[src/rtl/display_scheduler.sv]
// display_scheduler
// Walks a latched multi-byte block onto an 8-bit display input, most significant
// byte first, dwelling HOLD unpaused cycles on each byte. Supports pause and
// abort, and pulses done once the final byte has completed its dwell.
module display_scheduler #(
    parameter int NBYTES = 16,
    parameter int HOLD   = 50000000,
    parameter int CW     = 26
) (
    input  logic                  clk,
    input  logic                  rst,
    input  logic                  blk_valid,
    input  logic [8*NBYTES-1:0]   blk_data,
    output logic                  blk_ready,
    input  logic                  pause,
    input  logic                  abort,
    output logic [7:0]            byte_out,
    output logic [3:0]            byte_idx,
    output logic                  busy,
    output logic                  done
);

    typedef enum logic {
        IDLE = 1'b0,
        SHOW = 1'b1
    } state_t;

    localparam logic [CW-1:0] CNT_LAST = CW'(HOLD - 1);
    localparam logic [3:0]    IDX_LAST = 4'(NBYTES - 1);

    state_t                state_reg,    state_next;
    logic [CW-1:0]         cnt_reg,      cnt_next;
    logic [8*NBYTES-1:0]   blk_reg,      blk_next;
    logic [7:0]            byte_out_reg, byte_out_next;
    logic [3:0]            byte_idx_reg, byte_idx_next;
    logic                  ready_reg,    ready_next;
    logic                  busy_reg,     busy_next;
    logic                  done_reg,     done_next;

    logic [7:0]            byte_arr [NBYTES];
    logic [3:0]            idx_inc;

    // Byte view of the latched block: entry 0 is the most significant byte.
    generate
        for (genvar gi = 0; gi < NBYTES; gi++) begin : g_bytes
            assign byte_arr[gi] = blk_reg[8*(NBYTES-gi)-1 -: 8];
        end
    endgenerate

    assign idx_inc = byte_idx_reg + 4'd1;

    // State and output registers; reset clears everything including the block.
    always_ff @(posedge clk) begin
        if (!rst) begin
            state_reg    <= IDLE;
            cnt_reg      <= '0;
            blk_reg      <= '0;
            byte_out_reg <= 8'h00;
            byte_idx_reg <= 4'd0;
            ready_reg    <= 1'b0;
            busy_reg     <= 1'b0;
            done_reg     <= 1'b0;
        end else begin
            state_reg    <= state_next;
            cnt_reg      <= cnt_next;
            blk_reg      <= blk_next;
            byte_out_reg <= byte_out_next;
            byte_idx_reg <= byte_idx_next;
            ready_reg    <= ready_next;
            busy_reg     <= busy_next;
            done_reg     <= done_next;
        end
    end

    // Next-state logic: abort overrides acceptance, advance and completion.
    always_comb begin
        state_next    = state_reg;
        cnt_next      = cnt_reg;
        blk_next      = blk_reg;
        byte_out_next = byte_out_reg;
        byte_idx_next = byte_idx_reg;
        ready_next    = ready_reg;
        busy_next     = busy_reg;
        done_next     = 1'b0;

        if (abort) begin
            // Drop the block; displayed byte and index are left as they were.
            state_next = IDLE;
            busy_next  = 1'b0;
            cnt_next   = '0;
            ready_next = 1'b1;
        end else begin
            case (state_reg)
                IDLE: begin
                    ready_next = 1'b1;
                    // Acceptance uses the registered ready, so the first edge
                    // out of reset and the completion edge cannot accept.
                    if (blk_valid && ready_reg) begin
                        state_next    = SHOW;
                        ready_next    = 1'b0;
                        busy_next     = 1'b1;
                        cnt_next      = '0;
                        byte_idx_next = 4'd0;
                        blk_next      = blk_data;
                        byte_out_next = blk_data[8*NBYTES-1 -: 8];
                    end
                end
                SHOW: begin
                    if (!pause) begin
                        if (cnt_reg == CNT_LAST) begin
                            cnt_next = '0;
                            if (byte_idx_reg == IDX_LAST) begin
                                // Last byte finished its dwell; keep it displayed.
                                state_next = IDLE;
                                busy_next  = 1'b0;
                                ready_next = 1'b1;
                                done_next  = 1'b1;
                            end else begin
                                byte_idx_next = idx_inc;
                                byte_out_next = byte_arr[idx_inc];
                            end
                        end else begin
                            cnt_next = cnt_reg + CW'(1);
                        end
                    end
                end
                default: begin
                    state_next = IDLE;
                end
            endcase
        end
    end

    assign blk_ready = ready_reg;
    assign byte_out  = byte_out_reg;
    assign byte_idx  = byte_idx_reg;
    assign busy      = busy_reg;
    assign done      = done_reg;

endmodule
[config.mk]
export PLATFORM = sky130hd
export DESIGN_NAME = display_scheduler
export DESIGN_NICKNAME = d
export VERILOG_FILES = /design/src/rtl/display_scheduler.sv
export SDC_FILE = /design/constraint.sdc
export NUM_CORES = 1
export LEC_CHECK = 0
export CAP_MARGIN = 20
export CELL_PAD_IN_SITES_DETAIL_PLACEMENT = 0
export CELL_PAD_IN_SITES_GLOBAL_PLACEMENT = 1
export CORE_AREA = 3 3 139 168
export CTS_CLUSTER_SIZE = 24
export DETAILED_ROUTE_END_ITERATION = 8
export DIE_AREA = 0 0 142 171
export GPL_TIMING_DRIVEN = 1
export PLACE_DENSITY = 0.82
export SLEW_MARGIN = 20
export SYNTH_ARGS = -nofsm -noshare
export SYNTH_HDL_FRONTEND = slang
export SYNTH_SLANG_ARGS = --single-unit
[constraint.sdc]
create_clock -name clk -period 2.05 [get_ports clk]
set_input_delay 0.3075 -clock clk [delete_from_list [all_inputs] [get_ports clk]]
set_output_delay 0.3075 -clock clk [all_outputs]
set_load 0.01 [all_outputs]
==> flow_summary.json, run 1 <==
{
  "clock.fmax_mhz": 465,
  "wirelength_mm": 22.4,
  "irDropWorstVdd_mv": 0.544,
  "setup_repair_after_global_routing_missed_its_margin": "yes",
  "synth_edf_count": 0,
  "route.detailed.wl_per_inst_um": 16.9,
  "critPathMaxFanout": 5,
  "cts.hold.buffers_added": 0,
  "ys.warnings.count": 0,
  "wl_met3_mm": 1.18,
  "num-nets-final": 1174,
  "hold_path_startpoint": "blk_data[113]",
  "start_util_pct": 33.9,
  "worst_pin_slew_ns": 0.363,
  "power.density_cell_area_nw_per_um2": 727,
  "synth_largest_area_cell": "dfxtp_1",
  "multiInputGateArea_um2": 3790,
  "relSlewSlack_pct": 75.8,
  "floorplan.die_area_um2": 24300,
  "gp_congestion": 0.811,
  "run_status": "finished with violations",
  "cts_tree": "built",
  "tritoncts_num_sinks": 170,
  "ioPinCount": 148,
  "timing_hold_violations_final": 0,
  "num_rows": 59,
  "layout.core_utilization_pct": 47.4,
  "largest_register_ffs": 128,
  "fin_tns_setup_ns": -0.317,
  "grt_usage_pct": 18.0,
  "sequential_cell_area_um2": 3410,
  "synth.distinct_cells": 52,
  "post_route_fraction_of_the_period_consumed_by_the_critical_path_pct": 105,
  "postSynthNetCount": 1012,
  "slew_violations": 0,
  "first_global_vias": 6394,
  "die_y_um": 171,
  "cp-end-kind": "flip-flop",
  "grt_max_degree": 60,
  "worst_skew_pair.late_latency_ns": 0.43,
  "overall_power_mw": 7.50,
  "ys_ff_latch": 170,
  "detailedPlace.worstSlack_ns": -0.171,
  "post_route_cells_drive_above_1_share_pct": 13.9,
  "num_vias": 6729,
  "wl_met2_mm": 11.4,
  "clkSlewWorstSetupHoldPaths_ns": 0.06,
  "failed_checks": "negative setup slack",
  "worst-endpoint-arrival_ns": 2.46,
  "detail-route-antenna-nets": 0,
  "hpwl_reported_at_the_end_of_detailed_placement_mm": 16.0,
  "antennaDiodeCount": 0,
  "startpoint_of_the_most_critical_register_to_register_path": "byte_idx[0]",
  "route.top_layer_used": "met4",
  "final-instance-count-excl-fill": 1325,
  "min_path_cells": 3,
  "wire_length_of_the_first_global_routing_pass_mm": 33.9,
  "critPathRequiredTime_ns": 2.36,
  "n_fill_cell": 2057,
  "initial_antenna_violation_count": 0,
  "drt-met1-wl_mm": 9.39,
  "detail_route.drc_violations": 0,
  "finalSetupViolations": 6,
  "synth_top_cells_by_area": "dfxtp_1, nand2_1, a21oi_1, mux4_2, clkbuf_1",
  "most_repeated_cell_in_the_gate_level_netlist_after_synthesis": "nand2_1",
  "grt_remaining_overflow": 0,
  "ys.flop_type": "dfxtp_1",
  "avgSynthCellArea_um2": 8.41,
  "power.static_leakage_nw": 3.51,
  "r2r_end": "byte_out[4]",
  "syn2layout_area_growth_pct": 39.9,
  "timing.hold.worst.class": "in -> reg",
  "fin_ws_ns": -0.0988,
  "cts-htree-levels": 4,
  "syn-instance-count": 877,
  "drv.max_cap_violation_count": 0,
  "yosys-top-cells-count": "nand2_1, dfxtp_1, a21oi_1",
  "seq_area_frac_synth_pct": 46.1,
  "drt_iter0_drc": 360,
  "drt_pass1_iterations": 5,
  "async_flop_share_pct": 0,
  "hold-path-endpoint": "blk_reg[113]",
  "dp_cells": 1285,
  "cts_buffer_depth": 2,
  "syn-cell-area_um2": 7380,
  "clock-root-buffer": "clkbuf_16",
  "vias_per_cell": 5.08,
  "finalClockSkew_ns": 0.0133,
  "worst-setup-path-type": "reg -> reg",
  "fp.dieW_um": 142,
  "yosys.area.top_type_share_pct": 46.1,
  "clock_period_minus_final_worst_setup_slack_ns": 2.15,
  "cp-start-kind": "flip-flop",
  "r2r_cells": 7,
  "cts_inserted_buffers": 17,
  "ff2ff_setup_slack_ns": -0.1,
  "core_region_area_um2": 21800,
  "buffer_ports.inserted": 147
}
[worst max-delay path: stages (launching register included)]
cell and delay [ns]:
dfxtp_4 0.35, ha_4 0.18, xnor2_4 0.27, buf_12 0.17
mux4_2 0.54, mux2i_2 0.22, a2bb2oi_1 0.20, a31oi_1 0.10
[where the power goes]
part / internal, mW / switching, mW
clock: 1.96 / 1.39
combinational: 0.402 / 0.301
sequential: 3.39 / 0.0537
[cells by family after synthesis]
family | count (synthesis) | synth area share (%)
buffers and inverters | 70 | 3.87
xor gates and xnor gates | 26 | 3.19
and+or+nand+nor | 392 | 22.3
muxes | 40 | 11.0
adders and majority gates | 2 | 0.339
AOI/OAI and AO/OA | 177 | 13.2
DFF | 170 | 46.1
[worst max-delay path by stage]
stage                            from           to  slack [ns]  cells after the start
after floorplan           byte_idx[0]  byte_out[4]        0.01                      7
after detailed placement  byte_idx[0]  byte_out[2]       -0.17                      7
after CTS                 byte_idx[0]  byte_out[1]       -0.10                      8
final                     byte_idx[0]  byte_out[4]        -0.1                      7
after global placement    byte_idx[0]  byte_out[2]       -0.12                      7
after global routing      byte_idx[0]  byte_out[3]       -0.14                      7
[stage by stage]
| stage | hold slack [ns] | cell area (um2) |
|---|---|---|
| after floorplan | 0.432 | 7380 |
| after global placement | 0.439 | 9530 |
| after detailed placement | 0.444 | 9530 |
| after CTS | 0.410 | 10300 |
| after global routing | 0.422 | 10300 |
| final | 0.423 | 10300 |
[cell type report]
cell class | instances | share of cell area, %
clock inverter | 12 | 1.61
multi-input combinational | 637 | 36.7
inverter | 6 | 0.243
clock buffer | 19 | 4.29
sequential | 170 | 33.0
tap | 274 | 3.32
timing repair buffer | 207 | 20.7
[timing repair]
item,4_1_cts,5_1_grt
gates cloned,2,1
endpoints found under the setup margin,8,11
buffers inserted,4,4
hold endpoints to repair,0,0
resized for setup,14,12
pin swaps,2,5
[layout by cell type (no fill, tap or decap), types with 2 or more instances in the layout]
cell type / synthesis / routed
inv_1: 5 / 5
clkbuf_16: 0 / 18
a2bb2oi_2: 0 / 2
inv_8: 0 / 2
nor3b_1: 2 / 2
clkinvlp_4: 0 / 3
nand3b_1: 4 / 4
o211ai_1: 2 / 2
buf_4: 1 / 42
xnor2_1: 20 / 20
buf_12: 0 / 14
nand2_1: 290 / 289
dfxtp_1: 170 / 168
and3_1: 4 / 4
o21ai_1: 1 / 3
mux2_2: 2 / 2
nor2b_1: 2 / 2
xor2_1: 5 / 4
mux4_2: 30 / 32
a31oi_1: 8 / 8
o21ai_0: 8 / 6
buf_6: 1 / 2
clkinv_4: 0 / 2
a21oi_1: 137 / 137
clkdlybuf4s50_1: 0 / 146
nor2_1: 38 / 37
nand3_1: 17 / 17
mux2i_4: 0 / 2
bufinv_16: 0 / 3
nor3_1: 7 / 7
nor4_1: 8 / 8
mux2i_2: 0 / 4
nand4_1: 6 / 6
o31ai_1: 9 / 9
and4_1: 2 / 2
a2bb2oi_1: 6 / 4
[per-layer routing]
metal / track usage (%) / vias to the layer above
met3: 3.77 / 37
met4: 5.55 / 0
met1: 22.5 / 3169
met5: 0 / -
met2: 31.0 / 210
li1: - / 3313
(Power assumes the default switching activity.)
==> run 2, diff against run 1 <==
--- a/config.mk
+++ b/config.mk
@@ -5,15 +5,15 @@
 export SDC_FILE = /design/constraint.sdc
 export NUM_CORES = 1
 export LEC_CHECK = 0
-export CAP_MARGIN = 20
+export CAP_MARGIN = 40
 export CELL_PAD_IN_SITES_DETAIL_PLACEMENT = 0
 export CELL_PAD_IN_SITES_GLOBAL_PLACEMENT = 1
-export CORE_AREA = 3 3 139 168
+export CORE_AREA = 3 3 144 146
 export CTS_CLUSTER_SIZE = 24
 export DETAILED_ROUTE_END_ITERATION = 8
-export DIE_AREA = 0 0 142 171
+export DIE_AREA = 0 0 147 149
 export GPL_TIMING_DRIVEN = 1
-export PLACE_DENSITY = 0.82
+export PLACE_DENSITY = 0.86
 export SLEW_MARGIN = 20
 export SYNTH_ARGS = -nofsm -noshare
 export SYNTH_HDL_FRONTEND = slang
==> constraint.sdc (replaced) <==
create_clock -name clk -period 2.4 [get_ports clk]
set_input_delay 0.36 -clock clk [delete_from_list [all_inputs] [get_ports clk]]
set_output_delay 0.36 -clock clk [all_outputs]
set_load 0.01 [all_outputs]
==> flow_summary.json, run 2 (synthesized netlist as in run 1, its figures left out) <==
{
  "num-nets-final": 1143,
  "cp-start-kind": "flip-flop",
  "fin_tns_setup_ns": 0,
  "finalClockSkew_ns": 0.00859,
  "tritoncts_num_sinks": 170,
  "worst-endpoint-arrival_ns": 1.88,
  "clock_power_share_pct": 44.8,
  "globalRoute.busiestLayer": "met2",
  "run_status": "finished, final reports clean",
  "syn2layout_area_growth_pct": 34.3,
  "globalRouteMet1Util_pct": 25.9,
  "clkSlewWorstSetupHoldPaths_ns": 0.06,
  "ioPinCount": 148,
  "clock_period_minus_final_worst_setup_slack_ns": 2.24,
  "switchingPower_mw": 1.45,
  "setup_repair_after_global_routing_missed_its_margin": "no",
  "post_route_fraction_of_the_period_consumed_by_the_critical_path_pct": 93.5,
  "met3_usage_pct": 4.10,
  "grt_remaining_overflow": 0,
  "initial_antenna_violation_count": 0,
  "core_region_area_um2": 19500,
  "antennaDiodeCount": 0,
  "floorplan.die_area_um2": 21900,
  "wirelength_mm": 20.6,
  "power.share.sequential_pct": 46.2,
  "start_util_pct": 37.8,
  "cts_inserted_buffers": 17,
  "cts_tree": "built",
  "num_vias": 6531,
  "slew_violations": 0,
  "critPathRequiredTime_ns": 2.04,
  "drt_iter0_drc": 424,
  "mostFrequentLayoutCells": "nand2_1, dfxtp_1, clkdlybuf4s50_1, a21oi_1, nor2_1",
  "cts_setup_buffers": 0,
  "finalSetupViolations": 0,
  "use_met2_pct": 30.3,
  "worst_skew_pair.late_latency_ns": 0.42,
  "grt_max_degree": 99,
  "sw_frac_of_total_pct": 22.7,
  "detail-route-antenna-nets": 0,
  "clock-root-buffer": "clkbuf_16",
  "irDropWorstVdd_mv": 0.421,
  "clock.fmax_mhz": 446,
  "grt_usage_pct": 18.8,
  "power.density_cell_area_nw_per_um2": 644,
  "layout_commonest_cell": "nand2_1",
  "buffer_ports.inserted": 147,
  "post_route_cells_drive_above_1_share_pct": 9.90,
  "drt_pass1_iterations": 4,
  "worst-setup-path-type": "reg -> out",
  "cell_internal_pwr_mw": 4.93,
  "fp.dieW_um": 147,
  "power.static_leakage_nw": 3.33,
  "timing.hold.worst.class": "reg -> reg",
  "cts.hold.buffers_added": 0,
  "cts-resized-gates": 0,
  "relSlewSlack_pct": 61.3,
  "largest_register_ffs": 128,
  "worst_pin_slew_ns": 0.573,
  "gp_congestion": 0.898,
  "timing_hold_violations_final": 0,
  "cp-end-kind": "output port",
  "drv.max_cap_violation_count": 0,
  "wire_length_of_the_first_global_routing_pass_mm": 32.6,
  "overall_power_mw": 6.38,
  "critPathMaxFanout": 30,
  "cts-htree-levels": 4,
  "route.detailed.wl_per_inst_um": 16.0,
  "num_rows": 51,
  "cts_buffer_depth": 2,
  "detail_route.drc_violations": 0,
  "die_y_um": 149,
  "combinational_share_of_power_pct": 8.9,
  "hpwl_reported_at_the_end_of_detailed_placement_mm": 14.8,
  "vias_per_cell": 5.08,
  "first_global_vias": 6226
}
==> run 2: cell count changes in the layout (fill, tap and decap cells not counted), sizes merged <==
cell           change
dlygate4sd2        -1
buf               -30
inv                +1
clkinv             -3
clkdlybuf4s50      +1
clkinvlp           +1
==> run 2: final cells by class <==
cell class / instances / area, um2
repair buffers: 176 / 1810
clock buffers: 20 / 457
fillers: 1875 / 9620
well taps: 265 / 332
flip-flops and latches: 170 / 3400
multi-input cells: 637 / 3710
clock inverters: 11 / 160
inverters: 6 / 25.0
==> run 2: metrics by stage <==
step	std cells	setup slack [ns]	hold slack (ns)	utilization, %	area (um2)
floorplan	877	0.285	0.432	-	7380
global placement	1254	0.226	0.439	47.6	9290
detailed placement	1254	0.200	0.445	47.6	9290
CTS	1285	0.116	0.452	50.7	9910
global route	1285	0.0243	0.469	50.7	9910
finish	1285	0.156	0.452	50.7	9910
==> run 2: critical path, cell delays in order (launching register included) <==
cell,delay (ns)
dfxtp_2,0.33
buf_4,0.44
clkdlybuf4s50_1,0.69
==> run 2: path summary, 6_finish.rpt <==
kind / from / endpoint / slack (ns) / cells after the start
worst min register to register: blk_reg[106] / blk_reg[106] / 0.45 / 2
worst max-delay path: byte_idx[0] / byte_idx[0] / 0.16 / 2
worst max register to register: byte_idx[1] / byte_out[2] / 0.17 / 7
worst min-delay path: blk_reg[106] / blk_reg[106] / 0.45 / 2
==> run 2: power groups by stage <==
stage / combinational, mW / sequential [mW] / clock [mW]
2_1_floorplan: 0.229 / 2.99 / 0
3_3_place_gp: 0.567 / 3.01 / 0
3_5_place_dp: 0.569 / 3.01 / 0
4_1_cts: 0.572 / 2.95 / 2.92
5_1_grt: 0.621 / 2.95 / 3.03
6_report: 0.571 / 2.95 / 2.86
==> run 2: metal layers <==
layer	part of all wire [%]	up-vias
li1	-	3265
met1	45	3048
met2	48	197
met3	6.0	21
met4	1.4	0
met5	0	-
